--- src/rtl/hs_fifo.sv ---
// hs_fifo: parameterised ready/valid FIFO with a registered occupancy counter.
// Sits behind a skid buffer to absorb bursts while the consumer stalls.
// in_ready and out_valid come only from registered state, so neither side
// sees a combinational path from the other side's handshake.
// DEPTH must be a power of two >= 2 so the pointers wrap for free.
module hs_fifo #(
    parameter int WIDTH = 1,
    parameter int DEPTH = 4
) (
    input  logic                       clk_core,
    input  logic                       rst_core,
    input  logic                       flush_req,
    output logic                       stall,
    input  logic [WIDTH-1:0]           in,
    output logic                       in_ready,
    input  logic                       in_valid,
    output logic [WIDTH-1:0]           out,
    input  logic                       out_ready,
    output logic                       out_valid,
    output logic [$clog2(DEPTH+1)-1:0] count
);

    localparam int AW = $clog2(DEPTH);
    localparam int CW = $clog2(DEPTH + 1);
    localparam logic [CW-1:0] FULL_COUNT = CW'(DEPTH);

    logic [WIDTH-1:0] mem [DEPTH];
    logic [AW-1:0]    wr_ptr;
    logic [AW-1:0]    rd_ptr;
    logic             push;
    logic             pop;

    // Handshake: a word transfers on a rising clk_core edge exactly when
    // valid and ready are both high in that cycle; the sender holds its
    // payload and valid stable until that happens. During a flush cycle
    // both handshakes still show their usual values, but the flush wins
    // and any transfer in that cycle is cancelled.
    always_comb begin
        in_ready  = (count != FULL_COUNT);
        stall     = ~in_ready;
        out_valid = (count != '0);
        out       = mem[rd_ptr];
        push      = in_valid & in_ready;
        pop       = out_valid & out_ready;
    end

    // Payload storage; left unreset because out is only meaningful with out_valid.
    always_ff @(posedge clk_core) begin
        if (push && !flush_req) begin
            mem[wr_ptr] <= in;
        end
    end

    // Pointer and occupancy update; flush overrides any push/pop this cycle.
    always_ff @(posedge clk_core or posedge rst_core) begin
        if (rst_core) begin
            wr_ptr <= '0;
            rd_ptr <= '0;
            count  <= '0;
        end else if (flush_req) begin
            wr_ptr <= '0;
            rd_ptr <= '0;
            count  <= '0;
        end else begin
            if (push) begin
                wr_ptr <= wr_ptr + AW'(1);
            end
            if (pop) begin
                rd_ptr <= rd_ptr + AW'(1);
            end
            case ({push, pop})
                2'b10:   count <= count + CW'(1);
                2'b01:   count <= count - CW'(1);
                default: count <= count;
            endcase
        end
    end

endmodule

--- config.mk ---
export PLATFORM = sky130hd
export DESIGN_NAME = hs_fifo
export DESIGN_NICKNAME = d
export VERILOG_FILES = /design/src/rtl/hs_fifo.sv
export SDC_FILE = /design/constraint.sdc
export NUM_CORES = 1
export LEC_CHECK = 0
export ABC_AREA = 0
export CORE_UTILIZATION = 34
export CTS_CLUSTER_SIZE = 28
export DETAILED_ROUTE_END_ITERATION = 10
export PLACE_DENSITY_LB_ADDON = 0.12
export SLEW_MARGIN = 0
export SYNTH_ARGS = -nofsm -noshare
export SYNTH_HDL_FRONTEND = slang
export SYNTH_SLANG_ARGS = --single-unit
--- constraint.sdc ---
create_clock -name clk_core -period 6.85 [get_ports clk_core]
set_clock_uncertainty 0.05 [all_clocks]
set_input_delay 1.37 -clock clk_core [delete_from_list [all_inputs] [get_ports clk_core]]
set_output_delay 1.37 -clock clk_core [all_outputs]
set_load 0.1 [all_outputs]
; Word level (Yosys, flattened, before mapping)
; Memory sizes are Yosys's and may differ from the RTL's.
; Index checks and enable logic that the tools add are counted.
[op_classes]
reduce_logical = 6
add_sub_neg = 4
n_eq_ne = 3
n_mux = 8
bitwise_logic = 3
[op_table]
columns = operator, count
row1 = 2-to-1 mux 2 bit, 4
row2 = one-hot mux 3 bit (2 select lines), 1
row3 = nonzero test 3 bit, 2
row4 = "adder 2 x 1 -> 2 bit, second input constant", 2
row5 = nonzero test 2 bit, 2
row6 = "adder 3 x 1 -> 3 bit, second input constant", 1
row7 = 2-to-1 mux 3 bit, 1
row8 = "!= test 3 bit, second input constant", 1
row9 = "subtractor 3 x 1 -> 3 bit, second input constant", 1
row10 = bitwise AND 1 bit, 2
row11 = "equality test 2 x 1 -> 1 bit, second input constant", 1
row12 = "equality test 2 bit, second input constant", 1
row13 = 2-to-1 mux 1 bit, 2
row14 = logical AND 1 bit, 1
row15 = zero test 1 bit, 1
row16 = inverter 1 bit, 1
[totals]
memories = 1
ff_bits = 7
wordCells = 28
ram_bits = 4
in_bits = 6
[memory_table]
columns = memory, words, width, read_ports, rd_ports_with_merged_regs, wr, line
row1 = mem, 4, 1, 1, 0, 1, 27  ; logic [WIDTH-1:0] mem [DEPTH];

; Depth between registers and ports, before layout
; Gate-level depths: netlist (run 1).
[depth]
word_depth = 5
ltp_mapped = 7

; Worst setup path before layout (run 1)
; No wires, ideal clock.
[synth_path]
path_type = reg-to-output
from = register count[1]
to = output port stall
path_slack_ps = 3360
arrival_ps = 2070
stages_incl_launch_ff = 4
t_required_ps = 5430
cell_sequence = dfrtp_1 > clkbuf_8 > or3b_4 > inv_2
[synth_via]
elab_chain_cells = 2
[synth_lines]
columns = element, line
row1 = start: declaration, 20  ; output logic [$clog2(DEPTH+1)-1:0] count
row2 = start signal: assignment, 72  ; 2'b10: count <= count + CW'(1);
row3 = start signal: assignment, 73  ; 2'b01: count <= count - CW'(1);
row4 = start signal: assignment, 74  ; default: count <= count;
row5 = != test 3 bit, 39  ; in_ready = (count != FULL_COUNT);
row6 = named net in_ready, 15  ; output logic in_ready,
row7 = inverter 1 bit, 40  ; stall = ~in_ready;
row8 = end: declaration, 13  ; output logic stall,
; The timed path passes the listed nets, and every way through them passes these cells.

; Final worst setup path (run 1)
[layout_path]
from = register count[0]
to = output port stall
[layout_via]
elab_chain_cells = 2
[layout_lines]
columns = element, line
row1 = != test 3 bit, 39
row2 = inverter 1 bit, 40
; Every way passes these cells.

==> qor.yml, run 1 <==
clock_tree:
  cts_buffers: 3
  cts_max_path_buffers: 2
  cts_max_level: 1
  clk_pin_slew_ps: 70
  cts-root-buf: "clkbuf_4"
  cts_tree: "yes"
  clk_latency_ps: 260
  post_cts_buffers: 0
  cts.sinks: 11
  cts_hold_buffers: 0
  post_cts_resized: 0
min_path:
  hp-class: "reg -> reg"
  holdPathStages: 2
floorplanning:
  die_w_um: 48.8
  row_count: 16
  start_util: 0.372
  fp.dieH_um: 48.8
  ios: 13
  core_area_um2: 2000
  die-area_um2: 2380
timing:
  setup-violations-final: 0
  period_needed_ps: 3920
  maxSlewViolCount: 0
  finalCritPeriodShare: 0.572
  hold_viol_final: 0
  fin_hold_ws_ps: 509
  setup_tns_ps: 0
  worstMarginPinSlew_ps: 964
  maxSlewHeadroom: 0.355
  fmaxAchievable_mhz: 255
  rsz0062_at_grt: "false"
routing:
  vias: 547
  totalWireLength_um: 1340
  drtAntennaViolNets: 0
  route.detailed.drc: 0
  viasPerCell: 4.97
  wl_per_cell_um: 12.2
  first_iter_violations: 7
  drt-pass1-iter-count: 4
critical_path:
  critPathMaxFanout: 15
  crit_required_ps: 5430
  cp-start-kind: "flop"
  worstRegToRegCells: 6
  cp_slowest_cell: "clkdlybuf4s50_1"
  arrival_ps: 2500
  crit_chain: "or3b_4 > inv_2 > clkdlybuf4s50_1"
  criticalPathCategory: "reg -> out"
  max_stage_delay_ps: 1130
  end_kind: "output pin"
global_route:
  grt_pass1_vias: 524
  grt_start_max_net_pins: 16
  grt.overflow.total: 0
  grt_usage: 0.127
  antenna_found_initial: 0
  grt_first_pass_wirelength_um: 2340
yosys:
  synth_edf_count: 4
  ys_types: 35
  syn_inst: 72
  ys_ff_latch: 11
  yosysMostFrequentCell: "dfrtp_1"
  synthArstFlopShare: 0.636
  synth_ff_type: "dfrtp_1"
  syn_nets: 83
  yosysWarnings: 0
  synth-seq-area-share: 0.396
  avgSynthCellArea_um2: 10.4
  synth.top_cell.area_share: 0.235
  synth_area_leaders: "dfrtp_1, edfxtp_1, ha_1, and2_1, mux4_2"
  synth_top_cell_by_area: "dfrtp_1"
  synthTopCellsByCount: "dfrtp_1, nor2_1"
  syn_area_um2: 746
power_and_ir_drop:
  combPwrFrac: 0.488
  seqPwrFrac: 0.346
  p_sw_frac: 0.477
  p_int_mw: 0.137
  p_switching_mw: 0.125
  vdd_drop_max_mv: 0.194
  pwr-share-clk: 0.166
  power.density_nw_per_um2: 298
  p_leak_nw: 0.346
layout:
  nets: 95
  seqCellArea_um2: 295
  multi_input_area_um2: 389
  nFillCells: 211
  diodes: 0
  layout-drive-gt1-share: 0.120
  synthToLayoutAreaGrowth_pct: 18.5
placed_design:
  gp_congestion: 0.691
  post-dp-hpwl_um: 955
  io_buffers: 12
outcome:
  status: "complete, no violations"
job:
  drv_cap: 0
[state kept, by name, indices dropped and copies added (netlist names)]
register,count
count,3
rd_ptr,2
wr_ptr,2
mem,4
[area by class of cell]
cell class | instances | share of cell area
clock buffer | 4 | 0.0297
sequential | 11 | 0.334
multi-input combinational | 51 | 0.441
inverter | 5 | 0.0212
tap | 27 | 0.0382
timing repair buffer | 12 | 0.136
[stage by stage]
stage	std cells	cell area [µm²]	power [mW]	worst slack, ps	util
4_1_cts	110	883	0.266	2910	0.441
5_1_grt	110	883	0.278	2850	0.441
2_1_floorplan	72	746	0.198	3360	-
3_3_place_gp	106	857	0.221	3210	0.428
6_report	110	883	0.263	2930	0.441
3_5_place_dp	106	857	0.222	3160	0.428
[final timing paths]
kind | start | endpoint | slack (ps)
max | count[0]$_DFFE_PP0P_ | stall | 2930
min | rd_ptr[1]$_DFFE_PP0P_ | rd_ptr[1]$_DFFE_PP0P_ | 510
max reg2reg | count[1]$_DFFE_PP0P_ | count[2]$_DFFE_PP0P_ | 4480
min reg2reg | rd_ptr[1]$_DFFE_PP0P_ | rd_ptr[1]$_DFFE_PP0P_ | 510
max in group asynchronous | rst_core | count[2]$_DFFE_PP0P_ | 5230
min in group asynchronous | rst_core | rd_ptr[0]$_DFFE_PP0P_ | 1300
[power by group through the flow]
stage	clock network [mW]	registers, mW	logic [mW]
finish	0.0438	0.0909	0.128
global route	0.0495	0.0936	0.135
CTS	0.0456	0.0913	0.129
detailed placement	0	0.0928	0.129
global placement	0	0.0921	0.129
floorplan	0	0.107	0.0911
[per-layer routing]
| layer | track usage | share of wire |
|---|---|---|
| met4 | 0.0147 | 0 |
| met5 | 0 | 0 |
| met2 | 0.206 | 0.43 |
| met1 | 0.164 | 0.52 |
| met3 | 0.0498 | 0.054 |
[cell families (layout without fill, tap and decap cells)]
family | count (synthesis) | count (layout) | share of synthesized area
buffers and inverters | 10 | 21 | 0.0822
XOR/XNOR | 4 | 4 | 0.0470
multiplexers | 1 | 1 | 0.0302
flip-flops | 11 | 11 | 0.396
AO/OA/AOI/OAI | 16 | 16 | 0.138
AND/OR/NAND/NOR | 25 | 25 | 0.213
adder cells (fa/ha/maj) | 5 | 5 | 0.0940
[worst max-delay path, delay by kind of cell, from the launching register on]
| family | cells | cell delay (ps) |
|---|---|---|
| buf+inv | 2 | 1210 |
| flops | 1 | 550 |
| simple gates | 1 | 470 |
[cells in the final DEF, fill, tap and decap left out]
| cell type | count |
|---|---|
| nor3_1 | 1 |
| mux4_2 | 1 |
| ha_1 | 4 |
| nor2_2 | 1 |
| a21oi_1 | 4 |
| o211ai_1 | 1 |
| xor2_1 | 2 |
| or2b_1 | 1 |
| nor4bb_1 | 1 |
| xnor2_1 | 2 |
| nor2_1 | 5 |
| o21ai_0 | 3 |
| or3b_2 | 1 |
| o31ai_1 | 1 |
| or3_2 | 2 |
| fa_1 | 1 |
| o311ai_0 | 1 |
| nand3b_1 | 3 |
| or3b_4 | 1 |
| a31oi_1 | 3 |
| nand3_1 | 3 |
| nand2b_1 | 1 |
| clkbuf_4 | 3 |
| inv_2 | 1 |
| and2_1 | 4 |
| inv_1 | 4 |
| edfxtp_1 | 4 |
| o21a_1 | 1 |
| a2111oi_0 | 2 |
| clkbuf_1 | 1 |
| clkdlybuf4s50_1 | 12 |
| dfrtp_1 | 7 |
| or4_1 | 1 |
No activity file was read; power rests on OpenSTA's default activity.
==> inputs of run 2 (changes only) <==
Clock period 6.85 ns to 4.1 ns, I/O delays scaled along.
==> run 2 against run 1 <==
Net effect: total power rose by 68%; utilization shrank 0.12 points; critical path depth down 1; clock power increased by 73%; flip-flop and latch count unchanged; combinational power up 68%; highest routed layer is now met4.
==> qor.yml, run 2 (synthesis results as in run 1) <==
critical_path:
  criticalPathCategory: "reg -> out"
  end_kind: "output pin"
  critPathMaxFanout: 15  # unchanged
  crit_required_ps: 3230  # -2200 ps
  arrival_ps: 2290  # -210 ps
  cp-start-kind: "flop"
power_and_ir_drop:
  p_leak_nw: 0.348  # +0.57%
  seqPwrFrac: 0.342  # -0.004
  p_sw_frac: 0.481  # +0.00329
  pwr-share-clk: 0.171  # +0.005
  p_switching_mw: 0.213  # +69%
  power.density_nw_per_um2: 502  # +69%
  vdd_drop_max_mv: 0.205  # +5.7%
  combPwrFrac: 0.487  # about the same
  p_int_mw: 0.230  # +67%
clock_tree:
  clk_latency_ps: 280  # +20 ps
  cts_max_level: 1  # unchanged
  cts_hold_buffers: 0  # unchanged
  post_cts_resized: 0  # unchanged
  cts_max_path_buffers: 2  # unchanged
  cts.sinks: 11  # unchanged
  clk_pin_slew_ps: 80  # about the same
  post_cts_buffers: 0  # unchanged
  cts_buffers: 3  # unchanged
  cts_tree: "yes"
  cts-root-buf: "clkbuf_4"
placed_design:
  gp_congestion: 0.726  # +5.1%
  post-dp-hpwl_um: 926  # -3.1%
  io_buffers: 12  # unchanged
  placedCellCount: 106  # unchanged
timing:
  fin_hold_ws_ps: 509  # +0.640 ps
  worstMarginPinSlew_ps: 966  # +1.35 ps
  setup_tns_ps: 0  # unchanged
  hold_viol_final: 0  # unchanged
  fmaxAchievable_mhz: 316
  maxSlewHeadroom: 0.354  # -0.000903
  setup-violations-final: 0  # unchanged
  rsz0062_at_grt: "false"
  period_needed_ps: 3160
  finalCritPeriodShare: 0.772
  maxSlewViolCount: 0  # unchanged
outcome:
  status: "complete, no violations"
routing:
  vias: 570  # +4.2%
  viasPerCell: 5.18  # +4.2%
  drt-pass1-iter-count: 4  # unchanged
  route.detailed.drc: 0  # unchanged
  first_iter_violations: 10  # +3
  totalWireLength_um: 1320  # -1.3%
  wl_per_cell_um: 12.0  # -1.3%
  drtAntennaViolNets: 0  # unchanged
layout:
  layout_commonest_cell: "clkdlybuf4s50_1"
  reg.largest.list: "mem (4), count (3)"
  synthToLayoutAreaGrowth_pct: 18.1
  layout-drive-gt1-share: 0.133  # +0.0120
  nets: 95  # unchanged
  largest_register_ffs: 4  # unchanged
  fin_cells: 110  # unchanged
  top_register: "mem"
  diodes: 0  # unchanged
  final_cell_mix: "clkdlybuf4s50_1, dfrtp_1, nor2_1"
  final_core_utilization: 0.440  # -0.00125
floorplanning:
  fp.dieH_um: 48.8  # unchanged
  row_count: 16  # unchanged
  core_area_um2: 2000  # unchanged
  ios: 13  # unchanged
  start_util: 0.372  # unchanged
  die_w_um: 48.8  # unchanged
  die-area_um2: 2380  # unchanged
global_route:
  grt.overflow.total: 0  # unchanged
  grt_pass1_vias: 485  # -7.4%
  antenna_found_initial: 0  # unchanged
  grt_usage: 0.123  # -0.00433
  grt_start_max_net_pins: 16  # unchanged
  grt_first_pass_wirelength_um: 2180  # -6.8%
job:
  drv_cap: 0  # unchanged
min_path:
  hp-class: "reg -> reg"
run 2: changes by cell type in the layout (fill, tap and decap cells not counted), sizes merged:
| cell | delta |
|---|---|
| buf | +1 |
| clkdlybuf4s50 | -1 |
run 2: final timing paths:
kind	start	end	slack, ps	depth (start not counted)
min	rd_ptr[1]$_DFFE_PP0P_	rd_ptr[1]$_DFFE_PP0P_	510	2
min reg2reg	rd_ptr[1]$_DFFE_PP0P_	rd_ptr[1]$_DFFE_PP0P_	510	2
min in group asynchronous	rst_core	rd_ptr[0]$_DFFE_PP0P_	730	2
max in group asynchronous	rst_core	rd_ptr[1]$_DFFE_PP0P_	3030	2
max reg2reg	count[0]$_DFFE_PP0P_	count[2]$_DFFE_PP0P_	1780	6
max	count[0]$_DFFE_PP0P_	in_ready	940	2
run 2: through the flow:
stage | power, mW | setup slack, ps | cell area, µm²
2_1_floorplan | 0.331 | 1160 | 746
6_report | 0.442 | 935 | 881
3_5_place_dp | 0.369 | 959 | 855
3_3_place_gp | 0.369 | 972 | 855
5_1_grt | 0.465 | 870 | 881
4_1_cts | 0.443 | 938 | 881
run 2: layout make-up:
class | instances | area [µm²]
fill | 211 | 1120
tap | 27 | 33.8
inverter | 5 | 18.8
timing repair buffer | 12 | 118
sequential | 11 | 295
clock buffer | 4 | 26.3
multi-input combinational | 51 | 389
run 2: routing by layer:
metal  global-route usage  vias to the layer above  share of wire
met5                    0                        -              0
met4               0.0588                        0          0.020
met3               0.0467                        4          0.047
met2                0.183                       14           0.43
met1                0.155                      271           0.50
li1                     -                      281              -
run 2: power by group through the flow:
| stage | Combinational (mW) | Clock, mW | Sequential, mW |
|---|---|---|---|
| floorplan | 0.152 | 0 | 0.179 |
| global placement | 0.215 | 0 | 0.154 |
| detailed placement | 0.215 | 0 | 0.154 |
| CTS | 0.216 | 0.0758 | 0.151 |
| global route | 0.228 | 0.0815 | 0.155 |
| finish | 0.215 | 0.0758 | 0.151 |
run 2: critical path: stages (launching register included):
cell	delay, ps
dfrtp_1	640
or3b_4	240
clkdlybuf4s50_1	1130
==> inputs of run 3 (changes only) <==
Clock period 4.1 ns to 2.8 ns, I/O delays scaled along.
==> run 3 against run 2 <==
Net effect: critical path depth up 5; sequential power up 31%; setup slack worse by 390 ps; critical path type is now in -> reg.
==> qor.yml, run 3 (synthesis results as in run 1) <==
outcome:
  status: "complete, no violations"
floorplanning:
  core_area_um2: 2000  # unchanged
  die_w_um: 48.8  # unchanged
  row_count: 16  # unchanged
  start_util: 0.372  # unchanged
  ios: 13  # unchanged
  die-area_um2: 2380  # unchanged
  fp.dieH_um: 48.8  # unchanged
clock_tree:
  post_cts_buffers: 0  # unchanged
  cts.sinks: 11  # unchanged
  post_cts_resized: 0  # unchanged
  cts_buffers: 3  # unchanged
  cts_hold_buffers: 0  # unchanged
  clk_latency_ps: 270  # about the same
  cts-root-buf: "clkbuf_4"
  cts_max_path_buffers: 2  # unchanged
  clk_pin_slew_ps: 70  # about the same
  cts_tree: "yes"
  cts_max_level: 1  # unchanged
layout:
  reg.largest.list: "mem (4), count (3)"
  diodes: 0  # unchanged
  nFillCells: 204  # -3.3%
  layout-drive-gt1-share: 0.250  # +0.117
  nets: 100  # +5.3%
  top_register: "mem"
  largest_register_ffs: 4  # unchanged
  final_core_utilization: 0.458  # +0.0175
  final_cell_mix: "buf_4, dfrtp_1, nor2_1, clkdlybuf4s50_1"
  synthToLayoutAreaGrowth_pct: 22.8
  layout_commonest_cell: "buf_4"
min_path:
  hp-class: "in -> async"
critical_path:
  end_kind: "flop"
  critPathMaxFanout: 4  # -11
  arrival_ps: 2400  # +110 ps
  crit_required_ps: 2940  # -290 ps
  cp-start-kind: "primary input"
  criticalPathCategory: "in -> reg"
routing:
  viasPerCell: 5.20  # +0.35%
  first_iter_violations: 9  # -1
  drtAntennaViolNets: 0  # unchanged
  drt-pass1-iter-count: 4  # unchanged
  route.detailed.drc: 0  # unchanged
  vias: 598  # +4.9%
  totalWireLength_um: 1430  # +7.9%
  wl_per_cell_um: 12.4  # +3.2%
timing:
  period_needed_ps: 2250
  rsz0062_at_grt: "false"
  setup_tns_ps: 0  # unchanged
  fmaxAchievable_mhz: 444
  finalCritPeriodShare: 0.805
  worstMarginPinSlew_ps: 396  # -570 ps
  maxSlewViolCount: 0  # unchanged
  setup-violations-final: 0  # unchanged
  hold_viol_final: 0  # unchanged
  maxSlewHeadroom: 0.734  # +0.380
global_route:
  grt_first_pass_wirelength_um: 2480  # +14%
  grt_pass1_vias: 549  # +13%
  antenna_found_initial: 0  # unchanged
  grt.overflow.total: 0  # unchanged
  grt_start_max_net_pins: 15  # -1
  grt_usage: 0.138  # +0.0156
power_and_ir_drop:
  power.density_nw_per_um2: 723  # +44%
  p_leak_nw: 0.383  # +10%
  vdd_drop_max_mv: 0.386  # +88%
  power.total_mw: 0.663  # +50%
placed_design:
  gp_congestion: 0.738  # +1.6%
  io_buffers: 12  # unchanged
  post-dp-hpwl_um: 1050  # +13%
job:
  drv_cap: 0  # unchanged
==> run 3: stage by stage <==
step	cell area [µm²]	cells	setup slack, ps	hold slack (ps)
2_1_floorplan	746	72	84.0	313
4_1_cts	916	115	548	487
6_report	916	115	545	484
5_1_grt	916	115	446	514
3_5_place_dp	890	111	270	539
3_3_place_gp	890	111	299	492
==> run 3: metal layers <==
metal | global-route usage | part of all wire | up-vias
met5 | 0 | 0 | -
met4 | 0.0343 | 0 | 0
met3 | 0.0561 | 0.061 | 0
met2 | 0.206 | 0.45 | 17
met1 | 0.186 | 0.49 | 288
li1 | - | - | 293
==> run 3: critical path, cell delays in order <==
cell and delay, ps:
clkdlybuf4s50_1 480, o21a_1 140, nor2_1 60, fa_1 430
nand2b_1 180, or4_1 390, a31oi_1 160
==> run 3: area by class of cell <==
class	instances	area [µm²]	area share
clock buffers	4	26.3	0.0287
flip-flops and latches	11	295	0.322
multi-input cells	51	389	0.425
well taps	27	33.8	0.0369
repair buffers	17	153	0.167
inverters	5	18.8	0.0205
==> run 3: final timing paths <==
kind / start / endpoint / slack [ps] / cells past startpoint
setup / recovery: in_valid / count[2]$_DFFE_PP0P_ / 550 / 7
hold / removal: rst_core / count[2]$_DFFE_PP0P_ / 480 / 2
setup reg to reg: count[1]$_DFFE_PP0P_ / count[2]$_DFFE_PP0P_ / 640 / 6
hold reg to reg: rd_ptr[1]$_DFFE_PP0P_ / rd_ptr[1]$_DFFE_PP0P_ / 530 / 2
max in group asynchronous: rst_core / rd_ptr[0]$_DFFE_PP0P_ / 1980 / 2
min in group clk_core: rd_ptr[1]$_DFFE_PP0P_ / rd_ptr[1]$_DFFE_PP0P_ / 530 / 2
==> run 3: where the power goes <==
part | switching, mW | total, mW | internal [mW] | leakage [nW]
sequential | 0.0132 | 0.198 | 0.184 | 0.131
combinational | 0.250 | 0.358 | 0.108 | 0.238
clock | 0.0522 | 0.107 | 0.0551 | 0.0150
